--- config.mk ---
export PLATFORM = sky130hd
export DESIGN_NAME = loadable_counter_sequencer
export DESIGN_NICKNAME = d
export VERILOG_FILES = /design/src/rtl/loadable_counter_sequencer_pkg.sv /design/src/rtl/parameterized_loadable_counter.sv /design/src/rtl/loadable_counter_sequencer.sv
export SDC_FILE = /design/constraint.sdc
export NUM_CORES = 1
export LEC_CHECK = 0
export ABC_AREA = 1
export BUFFER_PORTS_ARGS = -buffer_cell sky130_fd_sc_hd__buf_2
export CAP_MARGIN = 25
export CORE_UTILIZATION = 48
export DETAILED_ROUTE_END_ITERATION = 7
export PLACE_DENSITY = 0.82
export SLEW_MARGIN = 20
export SYNTH_ARGS = -nofsm -noshare
export SYNTH_HDL_FRONTEND = slang
export SYNTH_SLANG_ARGS = --single-unit
--- constraint.sdc ---
create_clock -name clk -period 1.88 [get_ports clk]
set_input_delay 0.094 -clock clk [delete_from_list [all_inputs] [get_ports clk]]
set_output_delay 0.094 -clock clk [all_outputs]
set_load 0.05 [all_outputs]
--- src/rtl/loadable_counter_sequencer_pkg.sv ---
// Shared types and constants for the loadable counter sequencer.
// Imported by the controller and by anything that needs to decode its state.
package loadable_counter_seq_pkg;

  typedef enum logic [1:0] {
    IDLE = 2'd0,
    LOAD = 2'd1,
    RUN  = 2'd2,
    DONE = 2'd3
  } state_e;

  localparam logic MODE_ONESHOT  = 1'b0;
  localparam logic MODE_PERIODIC = 1'b1;

endpackage

--- src/rtl/parameterized_loadable_counter.sv ---
// Loadable up-counter: load has priority over enable; wraps naturally at 2^WIDTH.
module parameterized_loadable_counter #(
  parameter int WIDTH = 8
) (
  input  logic             clk,
  input  logic             rst_n,
  input  logic             load,
  input  logic             enable,
  input  logic [WIDTH-1:0] data_in,
  output logic [WIDTH-1:0] count
);

  localparam logic [WIDTH-1:0] ONE = WIDTH'(1);

  logic [WIDTH-1:0] count_d, count_q;

  // NOTE: every always_comb output gets a default first so no path leaves it unassigned (no latch).
  always_comb begin
    count_d = count_q;
    if (load) begin
      count_d = data_in;
    end else if (enable) begin
      count_d = count_q + ONE;
    end
  end

  // NOTE: state registers use non-blocking (<=) so all flops update together at the edge.
  always_ff @(posedge clk or negedge rst_n) begin
    if (!rst_n) begin
      count_q <= '0;
    end else begin
      count_q <= count_d;
    end
  end

  assign count = count_q;

endmodule

--- src/rtl/loadable_counter_sequencer.sv ---
// Interval timer controller: accepts a job over valid/ready, sequences the loadable
// counter through load/run periods, and emits tick per period and done per one-shot job.
module loadable_counter_sequencer
  import loadable_counter_seq_pkg::*;
#(
  parameter int WIDTH = 8,
  parameter int REP_W = 4
) (
  input  logic             clk,
  input  logic             rst_n,
  input  logic             cfg_valid,
  output logic             cfg_ready,
  input  logic [WIDTH-1:0] cfg_start,
  input  logic [WIDTH-1:0] cfg_limit,
  input  logic             cfg_periodic,
  input  logic [REP_W-1:0] cfg_reps,
  input  logic             pause,
  input  logic             abort,
  output logic             busy,
  output logic             tick,
  output logic             done,
  output logic [WIDTH-1:0] count,
  output logic [REP_W-1:0] rep_left
);

  localparam logic [REP_W-1:0] REP_ONE = REP_W'(1);

  state_e           state_q, state_d;
  logic [WIDTH-1:0] start_q, start_d;
  logic [WIDTH-1:0] limit_q, limit_d;
  logic             periodic_q, periodic_d;
  logic [REP_W-1:0] rep_left_q, rep_left_d;
  logic             tick_q, tick_d;
  logic             done_q, done_d;

  logic             reload_hit;
  logic             ctr_load;
  logic             ctr_enable;
  logic [WIDTH-1:0] ctr_count;

  // Abort freezes the counter as well as the FSM, so count holds where it was.
  assign reload_hit = (state_q == RUN) && !pause && !abort && (ctr_count == limit_q);
  assign ctr_load   = ((state_q == LOAD) && !abort) || reload_hit;
  assign ctr_enable = (state_q == RUN) && !pause && !abort;

  parameterized_loadable_counter #(
    .WIDTH(WIDTH)
  ) u_counter (
    .clk    (clk),
    .rst_n  (rst_n),
    .load   (ctr_load),
    .enable (ctr_enable),
    .data_in(start_q),
    .count  (ctr_count)
  );

  always_comb begin
    state_d    = state_q;
    start_d    = start_q;
    limit_d    = limit_q;
    periodic_d = periodic_q;
    rep_left_d = rep_left_q;
    tick_d     = 1'b0;
    done_d     = 1'b0;

    case (state_q)
      IDLE: begin
        if (cfg_valid) begin
          start_d    = cfg_start;
          limit_d    = cfg_limit;
          periodic_d = cfg_periodic;
          rep_left_d = (cfg_reps == '0) ? REP_ONE : cfg_reps;
          state_d    = LOAD;
        end
      end
      LOAD: state_d = RUN;
      RUN: begin
        if (reload_hit) begin
          tick_d = 1'b1;
          if (periodic_q == MODE_ONESHOT) begin
            rep_left_d = rep_left_q - REP_ONE;
            if (rep_left_q == REP_ONE) begin
              state_d = DONE;
              done_d  = 1'b1;
            end
          end
        end
      end
      DONE:    state_d = IDLE;
      default: state_d = IDLE;
    endcase

    // reload_hit already excludes abort, so only the state needs overriding here.
    if (abort && (state_q != IDLE)) begin
      state_d = IDLE;
    end
  end

  always_ff @(posedge clk or negedge rst_n) begin
    if (!rst_n) begin
      state_q    <= IDLE;
      start_q    <= '0;
      limit_q    <= '0;
      periodic_q <= MODE_ONESHOT;
      rep_left_q <= '0;
      tick_q     <= 1'b0;
      done_q     <= 1'b0;
    end else begin
      state_q    <= state_d;
      start_q    <= start_d;
      limit_q    <= limit_d;
      periodic_q <= periodic_d;
      rep_left_q <= rep_left_d;
      tick_q     <= tick_d;
      done_q     <= done_d;
    end
  end

  assign cfg_ready = (state_q == IDLE);
  assign busy      = (state_q != IDLE);
  assign tick      = tick_q;
  assign done      = done_q;
  assign count     = ctr_count;
  assign rep_left  = rep_left_q;

endmodule

; ---- After elaboration in Yosys (flattened, before gate mapping)
; Cells that the tools add are included.
[word_totals]
ff_bits = 33
input_bits = 26
out_inout_bits = 16
word_cells = 57
[classes]
addsub = 2
n_eq_ne = 12
mux = 19
reduce_logical = 16
[ops]
columns = operator, count
row1 = $mux 4, 4
row2 = $mux 8, 2
row3 = $mux 2, 5
row4 = $ne 3x2->1 const B, 3
row5 = $add 8x1->8 const B, 1
row6 = $eq 8x8->1, 1
row7 = $pmux 2 s4, 1
row8 = $pmux 4 s2, 1
row9 = $reduce_and 4->1, 2
row10 = $mux 1, 6
row11 = $ne 2x2->1 const B, 3
row12 = $reduce_bool 2->1, 3
row13 = $logic_and 1x1->1, 5
row14 = $eq 2x2->1 const B, 2
row15 = $eq 4x1->1 const B, 1
row16 = $logic_not 4->1, 1
row17 = $sub 4x1->4 const B, 1
row18 = $ne 3x1->1 const B, 1
row19 = $eq 2x1->1 const B, 1
row20 = $logic_not 1->1, 2
row21 = $logic_not 2->1, 1
row22 = $reduce_and 2->1, 1
row23 = $logic_or 1x1->1, 1

; ---- Logic depth before layout (Yosys ltp)
; Gate-level depths: netlist of run 1.
[depth]
depth_word = 7
ltp_mapped = 13
depth_no_buf = 12

; ---- Modules after synthesis
; Synthesis of run 1 repeated with hierarchy kept, for this count alone.
[unflattened]
cells_unflattened = 231
area_unflattened_um2 = 1949.4
[by_module_without_submodules]
columns = mod, instances, cells_per_inst, area_each_um2, seq_area_each_um2
row1 = loadable_counter_sequencer, 1, 169, 1450.1, 625.6
row2 = parameterized_loadable_counter, 1, 62, 499.2, 200.2

; ---- Worst setup path after synthesis of run 1
; Ideal clock, no wire load.
[synth_path]
path_type = register to register
start = register state_q[0]
end = register rep_left_q[0] (netlist: rep_left[0])
setup_ns = 0.127
arrival_ns = 2.046
required_ns = 1.753
path_slack_ns = -0.294
stages_incl_launch_ff = 11
n_path_buf = 0
synth_period_minus_slack_ns = 2.174
path_cell_list = dfrtp_1 > inv_1 > ha_1 > inv_1 > nor2_1 > nor2_1 > o21a_1 > nand2_1 > inv_2 > nand2_1 > o21ai_0
[synth_via]
word_cells_on_any_way = 11
classes_between = 4 x eq/ne / 1 x mux / 6 x reduce/logical
[synth_lines]
columns = item, line
row1 = "start, declared", loadable_counter_sequencer.sv:28  ; state_e state_q, state_d;
row2 = "start signal, assigned", loadable_counter_sequencer.sv:109  ; state_q <= state_d;
row3 = $logic_not 2->1 *, -
row4 = net cfg_ready, loadable_counter_sequencer.sv:12  ; output logic cfg_ready,
row5 = $ne 2x2->1 (no line) or $reduce_bool 2->1 (tied branches), -
row6 = $reduce_and 4->1 (no line), -
row7 = "end signal, assigned", loadable_counter_sequencer.sv:113  ; rep_left_q <= rep_left_d;
row8 = "end, declared", loadable_counter_sequencer.sv:32  ; logic [REP_W-1:0] rep_left_q, rep_left_d;
; Mark *: on every way through the listed nets, which the timed path passes. The rest lies on a longest branch.
; A chain may end at the register's enable or synchronous reset.

; ---- Final worst setup path of run 1
[layout_path]
start = register state_q[0]
end = register u_counter.count_q[6] (netlist: u_counter.count[6])
[layout_via]
elab_chain_cells = 6
word_cells_on_any_way = 9
classes_between = 2 x eq/ne / 1 x mux / 6 x reduce/logical
[layout_rtl]
columns = item, line
row1 = $eq 2x2->1, "loadable_counter_sequencer.sv:42, loadable_counter_sequencer.sv:44"
row2 = $logic_and 1x1->1 (2 in a row), "loadable_counter_sequencer.sv:42, loadable_counter_sequencer.sv:44"
row3 = $logic_and 1x1->1, loadable_counter_sequencer.sv:42  ; assign reload_hit = (state_q == RUN) && !pause && !abort && (ctr_count == limit_q);
row4 = $logic_or 1x1->1, loadable_counter_sequencer.sv:43  ; assign ctr_load = ((state_q == LOAD) && !abort) || reload_hit;
row5 = $mux 8 or $reduce_bool 2->1 (tied branches), -
row6 = "end signal, assigned", parameterized_loadable_counter.sv:32  ; count_q <= count_d;
row7 = "end, declared", parameterized_loadable_counter.sv:15  ; logic [WIDTH-1:0] count_d, count_q;
; Parallel ways exist; a longest one is shown, timed or not.

==> summary.md, run 1 <==
| Metric | Value |
|---|---|
| Status | `finished clean` |
| Final TNS setup | `0 ns` |
| CTS tree | `done` |
| Post-synth top area share | `44.6%` |
| CP endpoint kind | `register` |
| Vias in the first global route | `1,313` |
| Critical path peak fanout | `14` |
| Initial antenna violation count | `0` |
| GR Util met1 | `26.1%` |
| Final-report hold violation count | `0` |
| First-pass GRT wire length | `6090 um` |
| Global router's overall resource usage | `19.8%` |
| Die height | `64.1 um` |
| Total grt overflow | `0` |
| CORE AREA | `3690 um^2` |
| Std cell rows | `22` |
| Post-DR vias/cell | `5.12` |
| Final net count | `290` |
| Antenna Cells | `0` |
| Area added between synthesis and finish | `21.6%` |
| Layout cells sized above 1 | `30.4%` |
| Initial Util | `50.2%` |
| Largest area contributor in the netlist | `dfrtp_1` |
| Final period utilization | `91.1%` |
| Max Root-Sink Buffers | `2` |
| Startpoint types | `register` |
| Min setup slack post-route | `0.168 ns` |
| # DRC | `0` |
| P_leak | `0.00115 uW` |
| Layout Utilization | `61.1%` |
| Worst Tran Pin Value | `0.731 ns` |
| Avg WL per Cell | `12.4 um` |
| DR vias | `1,561` |
| Req. time, crit path | `2.06 ns` |
| Worst-path cell chain | `inv_1 -> ha_2 -> nand2_4 -> nor2_8 -> nand3_2 -> nor2_2 -> nand2_2 -> nand2_4 -> inv_4 -> nand3_1 -> nand3_1` |
| Leading cell type in the layout, fill and taps excluded | `buf_2` |
| Max H-tree Level | `2` |
| Io pins | `42` |
| Critical Path Slowest Stage Cell | `dfrtp_1` |
| M2 GR Usage | `29.1%` |
| Yosys reg bits | `33` |
| Final count of negative-setup-slack endpoints | `0` |
| DIE AREA | `4110 um^2` |
| Met3 Usage GRT | `6.96%` |
| Register area share after synthesis | `44.6%` |
| Clk_lat worst skew | `0.29 ns` |
| CP top delay family | `simple AND/OR/NAND/NOR gates` |
| Slew Limit Fails | `0` |
| DRT iter0 DRCs | `76` |
| Total Wirelength | `3770 um` |
| Synth warn | `0` |
| Mapped Avg Cell Area | `8.91 um^2` |
| Max frequency | `584 MHz` |
| Number of port buffers | `41` |
| Num CTS Buffers | `5` |
| Ranking of synthesized cells by area | `dfrtp_1, mux2_2, nand2_1` |
| Power Total | `4200 uW` |
| Cells after Synth | `208` |
| Hold slack | `0.0255 ns` |
| GRT busiest layer | `met2` |
| Hold crit path type | `in -> reg` |
| Placer Congestion | `0.925` |
| Buf+Inv Stages, Crit Path | `2` |
| Largest net degree at the start of global routing | `34` |
| Max capacitance violation total | `0` |
| First-pass iteration count of the detailed router | `4` |
| Critical path's largest stage delay | `0.38 ns` |
| Max-slew headroom | `51.2%` |
| Power Density | `1860 nW/um^2` |
| Antenna viol nets, final | `0` |
| Post-Syn Nets | `241` |
| Max VDD drop | `0.864 mV` |
| Synth unique cells | `31` |
| Detailed placer's ending HPWL | `2810 um` |
| Netlist area before placement | `1850 um^2` |
| WS Path Type | `reg -> reg` |
| RSZ-0062 raised after global routing | `false` |
| Root Buffer | `clkbuf_8` |
| Clk slew on worst S/H paths | `0.07 ns` |
| Clock Skew | `0.00440 ns` |
| Place WS | `0.166 ns` |
| Die X | `64.1 um` |
| Clk sinks | `33` |
| Most frequent cells in the layout | `buf_2, nand2_1, dfrtp_1, inv_1, nand3_1` |
| Post-route minimum period | `1.71 ns` |
| Crit path DAT | `1.89 ns` |
[through the flow]
stage               cell area (um^2)  instances
floorplan                       1870        208
detailed placement              2130        297
CTS                             2250        305
global route                    2250        305
finish                          2250        305
global placement                2130        297
[kinds of logic after synthesis]
logic type	count (synthesis)	share of synthesized area, %
AO/OA/AOI/OAI	21	6.14
XOR/XNOR	13	6.14
multiplexers	13	7.83
flip-flops	33	44.6
buffers and inverters	32	7.43
AND/OR/NAND/NOR	89	23.2
adder cells (fa/ha/maj)	7	4.73
[sequential cells by signal, indices dropped and copies added (netlist names)]
| name | flops |
|---|---|
| periodic_q | 1 |
| rep_left | 4 |
| start_q | 8 |
| limit_q | 8 |
| done | 1 |
| u_counter.count | 8 |
| state_q | 2 |
| tick | 1 |
[path summary, 6_finish.rpt]
kind	from	end	slack, ns	cells past startpoint
max	state_q[0]	u_counter.count[6]	0.17	11
max in group asynchronous	rst_n	u_counter.count[7]	1.02	2
max reg2reg	state_q[0]	u_counter.count[6]	0.17	11
min reg2reg	periodic_q	done	0.45	1
min in group asynchronous	rst_n	limit_q[5]	0.40	2
min	cfg_limit[3]	limit_q[3]	0.03	2
[timing repair]
item                       CTS  global route
hold endpoints to repair    33             0
gates resized for setup      0             2
hold buffers                 1             0
setup buffers                0             0
setup endpoints to repair    0             4
[power by group]
part	switching (uW)	internal [uW]	total, uW
sequential	296	1040	1340
clock	257	385	642
combinational	1420	796	2210
total	1970	2220	4200
[metal layers]
metal	up-vias	wire length [um]
li1	775	-
met1	743	1720
met2	37	1770
met3	6	209
met4	0	67
met5	-	0
[synth_stat cells, drive strengths merged]
cell and n:
nand4 3, o21ai 9, ha 7, nand3 25, nor3 3, buf 4
or2 1, xor2 6, mux2 12, a22oi 1, dfrtp 33, xnor2 7
mux2i 1, inv 28, nor2 16, and3 1, nor2b 1, nand3b 1
a21oi 9, nand2 38, o2111ai 1, o21a 1
[final cells by class]
type / count / area [um^2]
well taps: 48 / 60.1
inverters: 28 / 111
multi-input cells: 143 / 907
clock buffers: 5 / 68.8
fillers: 332 / 1440
flip-flops and latches: 33 / 826
clock inverters: 2 / 35.0
repair buffers: 46 / 245
Note: power is estimated with default switching activity, not from simulation.
==> run 2: changes to the inputs <==
Settings changed: RECOVER_POWER set to 25.
==> run 2 against run 1 <==
Net effect: first-iteration DRC count stayed put; global-route usage stayed put; non-clock buffer count stayed put; clock skew hardly changed; worst hold slack hardly changed; sequential share of layout area is 0.061 points higher; total power hardly changed.
==> summary.md, run 2 (synthesized netlist as in run 1, its figures left out) <==
| Metric | Value |
|---|---|
| Total Wirelength | `3770 um (about the same)` |
| Die height | `64.1 um (unchanged)` |
| Design internal power | `2220 uW (-0.14%)` |
| Clk_lat worst skew | `0.29 ns (about the same)` |
| WS Path Type | `reg -> reg` |
| Placer Congestion | `0.925 (unchanged)` |
| Max VDD drop | `0.864 mV (about the same)` |
| Final Cell Area | `2250 um^2 (-0.17%)` |
| Io pins | `42 (unchanged)` |
| Post-route minimum period | `1.71 ns (+0.000128 ns)` |
| Crit path DAT | `1.89 ns (about the same)` |
| Max capacitance violation total | `0 (unchanged)` |
| First-pass GRT wire length | `6090 um (unchanged)` |
| Num CTS Buffers | `5 (unchanged)` |
| Placed Instance Area | `2130 um^2 (unchanged)` |
| Initial antenna violation count | `0 (unchanged)` |
| Max-slew headroom | `45.7% (-5.5 points)` |
| Most frequent cells in the layout | `buf_2, nand2_1, dfrtp_1, inv_1, nand3_1` |
| Area added between synthesis and finish | `21.4%` |
| Die X | `64.1 um (unchanged)` |
| Antenna viol nets, final | `0 (unchanged)` |
| Clock Power Share | `15.3% (about the same)` |
| Final-report hold violation count | `0 (unchanged)` |
| Power Density | `1860 nW/um^2 (about the same)` |
| Post-DR vias/cell | `5.12 (unchanged)` |
| Total grt overflow | `0 (unchanged)` |
| DR vias | `1,561 (unchanged)` |
| Power Total | `4190 uW (about the same)` |
| Final count of negative-setup-slack endpoints | `0 (unchanged)` |
| Root Buffer | `clkbuf_8` |
| Global router's overall resource usage | `19.8% (unchanged)` |
| P_leak | `0.00113 uW (-1.0%)` |
| Worst Tran Pin Value | `0.814 ns (+0.0828 ns)` |
| Max Root-Sink Buffers | `2 (unchanged)` |
| Layout Utilization | `61.0% (-0.10 points)` |
| Detailed placer's ending HPWL | `2810 um (unchanged)` |
| Place WS | `0.166 ns (unchanged)` |
| Status | `finished clean` |
| First-pass iteration count of the detailed router | `4 (unchanged)` |
| Leading cell type in the layout, fill and taps excluded | `buf_2` |
| Logic gate share of total power | `52.7% (about the same)` |
| Final net count | `290 (unchanged)` |
| CORE AREA | `3690 um^2 (unchanged)` |
| Layout cells sized above 1 | `29.2% (-1.2 points)` |
| Hold crit path type | `in -> reg` |
| Avg WL per Cell | `12.3 um (about the same)` |
| Min setup slack post-route | `0.168 ns (-0.000128 ns)` |
| CTS tree | `done` |
| Initial Util | `50.2% (unchanged)` |
| Max H-tree Level | `2 (unchanged)` |
| Number of port buffers | `41 (unchanged)` |
| CP endpoint kind | `register` |
| Register share of total power | `31.9% (about the same)` |
| DRT iter0 DRCs | `76 (unchanged)` |
| Final period utilization | `91.1% (about the same)` |
| Post-CTS Setup Inserts | `0 (unchanged)` |
| Max frequency | `584 MHz (about the same)` |
| # DRC | `0 (unchanged)` |
| Largest net degree at the start of global routing | `34 (unchanged)` |
| DIE AREA | `4110 um^2 (unchanged)` |
| RSZ-0062 raised after global routing | `false` |
| Clk slew on worst S/H paths | `0.07 ns (about the same)` |
| Antenna Cells | `0 (unchanged)` |
| Critical path peak fanout | `14 (unchanged)` |
| Startpoint types | `register` |
| Req. time, crit path | `2.06 ns (about the same)` |
| Final TNS setup | `0 ns (unchanged)` |
| Sw Ratio | `47.0% (about the same)` |
| Std cell rows | `22 (unchanged)` |
| Fillcell total | `335 (+0.90%)` |
| Slew Limit Fails | `0 (unchanged)` |
| Sw Pwr | `1970 uW (about the same)` |
| Clk sinks | `33 (unchanged)` |
| Vias in the first global route | `1,313 (unchanged)` |
| Clock Skew | `0.00435 ns (-0.0000447 ns)` |
## run 2: cell types whose count changed in the layout (fill, tap and decap cells not counted), sizes merged
cell	previous run	this run
clkbuf	5	9
buf	45	41
## run 2: power groups by stage
stage / Sequential (uW) / Clock, uW / Combinational [uW]
floorplan: 1700 / 0 / 1350
detailed placement: 1340 / 0 / 2200
global placement: 1340 / 0 / 2150
finish: 1340 / 642 / 2210
global route: 1380 / 689 / 2420
CTS: 1330 / 659 / 2210
## run 2: final cells by class
cell class / instances / area (um^2) / area share [%]
multi-input cells: 143 / 907 / 40.3
flip-flops and latches: 33 / 826 / 36.7
repair buffers: 46 / 241 / 10.7
inverters: 28 / 111 / 4.95
clock buffers: 5 / 68.8 / 3.06
well taps: 48 / 60.1 / 2.67
clock inverters: 2 / 35.0 / 1.56
## run 2: path summary, 6_finish.rpt
check                             start            endpoint  cells past startpoint  slack, ns
max in group asynchronous         rst_n  u_counter.count[7]                      2       0.94
min reg2reg                  periodic_q                done                      1       0.45
max                          state_q[0]  u_counter.count[6]                     11       0.17
min in group asynchronous         rst_n          limit_q[5]                      2       0.43
min                        cfg_limit[3]          limit_q[3]                      2       0.03
max reg2reg                  state_q[0]  u_counter.count[6]                     11       0.17
## run 2: what timing repair did
action	in CTS	in global routing
endpoints found under the hold margin	33	0
setup endpoints to repair	0	4
resized for setup	0	2
hold buffers	1	0
## run 2: per-stage QoR
stage               std cells  hold slack (ns)
global placement          297            0.198
floorplan                 208           -0.202
global route              305           0.0246
CTS                       305           0.0183
finish                    305           0.0254
detailed placement        297            0.202
## run 2: worst max-delay path, stage by stage, from the launching register on
cell and delay (ns):
dfrtp_1 0.38, inv_1 0.08, ha_2 0.20, nand2_4 0.07
nor2_8 0.16, nand3_2 0.09, nor2_2 0.13, nand2_2 0.11
nand2_4 0.13, inv_4 0.09, nand3_1 0.08, nand3_1 0.08
## run 2: routing by layer
metal	up-vias	wire [um]	track usage, %
li1	775	-	-
met1	743	1720	26.1
met2	37	1770	29.1
met3	6	209	6.96
met4	0	67	9.17
met5	-	0	0
==> run 3: changes to the inputs <==
Settings changed: CELL_PAD_IN_SITES_DETAIL_PLACEMENT set to 1, CELL_PAD_IN_SITES_GLOBAL_PLACEMENT set to 1, CORE_UTILIZATION 48 to 36.
==> run 3 against run 2 <==
Net effect: first-iteration DRC count down 7.9%; clock power up 10%; clock skew up 0.0026 ns; sequential share of layout area shrank 0.72 points; register-to-register slack hardly changed; sequential power about the same; total power rose by 2.7%; utilization decreased by 14 points; wire length increased by 14%; worst setup slack better by 0.0050 ns; non-clock buffer count increased by 1; largest power group unchanged.
==> summary.md, run 3 (synthesized netlist as in run 1, its figures left out) <==
| Metric | Value |
|---|---|
| Logic gate share of total power | `52.4% (-0.3 points)` |
| Max frequency | `586 MHz (+0.29%)` |
| Final net count | `291 (+0.34%)` |
| Post-route minimum period | `1.71 ns (-0.00497 ns)` |
| Fillcell total | `590 (+76%)` |
| Register share of total power | `31.2% (-0.7 points)` |
| Place WS | `0.181 ns (+0.0153 ns)` |
| Max H-tree Level | `2 (unchanged)` |
| Max-slew headroom | `44.5% (-1.3 points)` |
| DR vias | `1,509 (-3.3%)` |
| RSZ-0062 raised after global routing | `false` |
| Die X | `73.7 um (+15%)` |
| # DRC | `0 (unchanged)` |
| Critical path peak fanout | `14 (unchanged)` |
| DRT iter0 DRCs | `70 (-7.9%)` |
| Min setup slack post-route | `0.173 ns (+0.00497 ns)` |
| Most frequent cells in the layout | `buf_2, nand2_1, dfrtp_1, inv_1, nand3_1` |
| Req. time, crit path | `2.05 ns (about the same)` |
| Post-DR vias/cell | `4.63 (-9.6%)` |
| Largest net degree at the start of global routing | `34 (unchanged)` |
| Clk slew on worst S/H paths | `0.07 ns (about the same)` |
| CORE AREA | `4850 um^2 (+31%)` |
| Total Wirelength | `4310 um (+14%)` |
| Clk sinks | `33 (unchanged)` |
| Avg WL per Cell | `13.2 um (+7.0%)` |
| Slew Limit Fails | `0 (unchanged)` |
| Vias in the first global route | `1,488 (+13%)` |
| Hold crit path type | `in -> reg` |
| Clock Skew | `0.00691 ns (+0.00256 ns)` |
| Final-report hold violation count | `0 (unchanged)` |
| Final period utilization | `90.8% (-0.26 points)` |
| First-pass iteration count of the detailed router | `4 (unchanged)` |
| Root Buffer | `clkbuf_8` |
| Placer Congestion | `0.781 (-16%)` |
| Std cell rows | `25 (+14%)` |
| Status | `finished clean` |
| Layout cells sized above 1 | `29.3% (+0.16 points)` |
| Antenna Cells | `0 (unchanged)` |
| WS Path Type | `reg -> reg` |
| Global router's overall resource usage | `17.5% (-2.3 points)` |
| Worst Tran Pin Value | `0.833 ns (+0.0188 ns)` |
| Sw Ratio | `47.3% (+0.29 points)` |
| Clock Power Share | `16.4% (+1.1 points)` |
| Die height | `73.7 um (+15%)` |
| Area added between synthesis and finish | `23.8%` |
| Initial Util | `38.2% (-12 points)` |
| Power Density | `1880 nW/um^2 (+0.66%)` |
| Max capacitance violation total | `0 (unchanged)` |
| P_leak | `0.00115 uW (+0.96%)` |
| Num CTS Buffers | `5 (unchanged)` |
| Detailed placer's ending HPWL | `3240 um (+15%)` |
| Max Root-Sink Buffers | `2 (unchanged)` |
| Number of port buffers | `41 (unchanged)` |
| Crit path DAT | `1.87 ns (-0.02 ns)` |
| First-pass GRT wire length | `7060 um (+16%)` |
| Startpoint types | `register` |
| Total grt overflow | `0 (unchanged)` |
| Design internal power | `2270 uW (+2.1%)` |
| Power Total | `4300 uW (+2.7%)` |
| Leading cell type in the layout, fill and taps excluded | `buf_2` |
| CP endpoint kind | `register` |
| Antenna viol nets, final | `0 (unchanged)` |
| Clk_lat worst skew | `0.29 ns (about the same)` |
| Final count of negative-setup-slack endpoints | `0 (unchanged)` |
| Sw Pwr | `2040 uW (+3.3%)` |
| Post-CTS Setup Inserts | `0 (unchanged)` |
| Io pins | `42 (unchanged)` |
| Initial antenna violation count | `0 (unchanged)` |
| Final TNS setup | `0 ns (unchanged)` |
| Max VDD drop | `0.624 mV (-28%)` |
| CTS tree | `done` |
| DIE AREA | `5440 um^2 (+32%)` |
run 3: changes by cell type in the layout (fill, tap and decap cells not counted):
| cell | change |
|---|---|
| buf_4 | +1 |
| clkbuf_8 | +1 |
| clkinv_2 | -1 |
| clkinvlp_4 | +1 |
| ha_1 | +1 |
| ha_2 | -1 |
| nand2_1 | +1 |
| nand2_2 | -1 |
| nor2_1 | -1 |
| nor2_2 | +1 |
run 3: stage by stage:
stage               util [%]  cell area [um^2]  hold slack (ns)  std cells
floorplan                  -              1870           -0.202        208
global placement        44.7              2170            0.186        317
detailed placement      44.7              2170            0.207        317
CTS                     47.4              2300           0.0315        326
global route            47.3              2290           0.0269        326
finish                  47.3              2290           0.0350        326
run 3: worst paths after layout:
path                       slack, ns            endpoint  depth (start not counted)               start
min reg2reg                     0.47                done                          1          periodic_q
max                             0.17  u_counter.count[6]                          8  u_counter.count[0]
max in group asynchronous       0.93          start_q[4]                          2               rst_n
max reg2reg                     0.17  u_counter.count[6]                          8  u_counter.count[0]
min                             0.03          limit_q[0]                          2        cfg_limit[0]
min in group asynchronous       0.43  u_counter.count[0]                          2               rst_n
run 3: cell type report:
type                       instances  area (um^2)  share of cell area (%)
clock buffer                       6         82.6                    3.60
tap                               67         83.8                    3.65
inverter                          28          111                    4.85
clock inverter                     2         37.5                    1.64
multi-input combinational        143          905                    39.4
timing repair buffer              47          249                    10.9
sequential                        33          826                    36.0
run 3: layer usage:
metal / GRT usage, % / wire [um]
met1: 23.1 / 2020
met2: 28.5 / 2110
met3: 3.98 / 144
met4: 5.13 / 40
met5: 0 / 0
run 3: power groups by stage:
stage / logic [uW] / clock network [uW] / registers (uW)
2_1_floorplan: 1350 / 0 / 1700
6_report: 2250 / 708 / 1340
3_3_place_gp: 2200 / 0 / 1340
3_5_place_dp: 2260 / 0 / 1350
5_1_grt: 2490 / 759 / 1390
4_1_cts: 2280 / 720 / 1340
run 3: worst max-delay path, cell delays in order (launching register included):
cell and delay (ns):
dfrtp_1 0.46, xnor2_1 0.30, nand2_1 0.10, nor2_1 0.21, nand2_2 0.12, nand2_4 0.13, inv_4 0.09, nand3_1 0.09
nand3_1 0.09
run 3: what timing repair did:
| action | 4_1_cts | 5_1_grt |
|---|---|---|
| resized for setup | 0 | 1 |
| endpoints found under the hold margin | 33 | 0 |
| endpoints found under the setup margin | 0 | 2 |
| hold buffers | 1 | 0 |
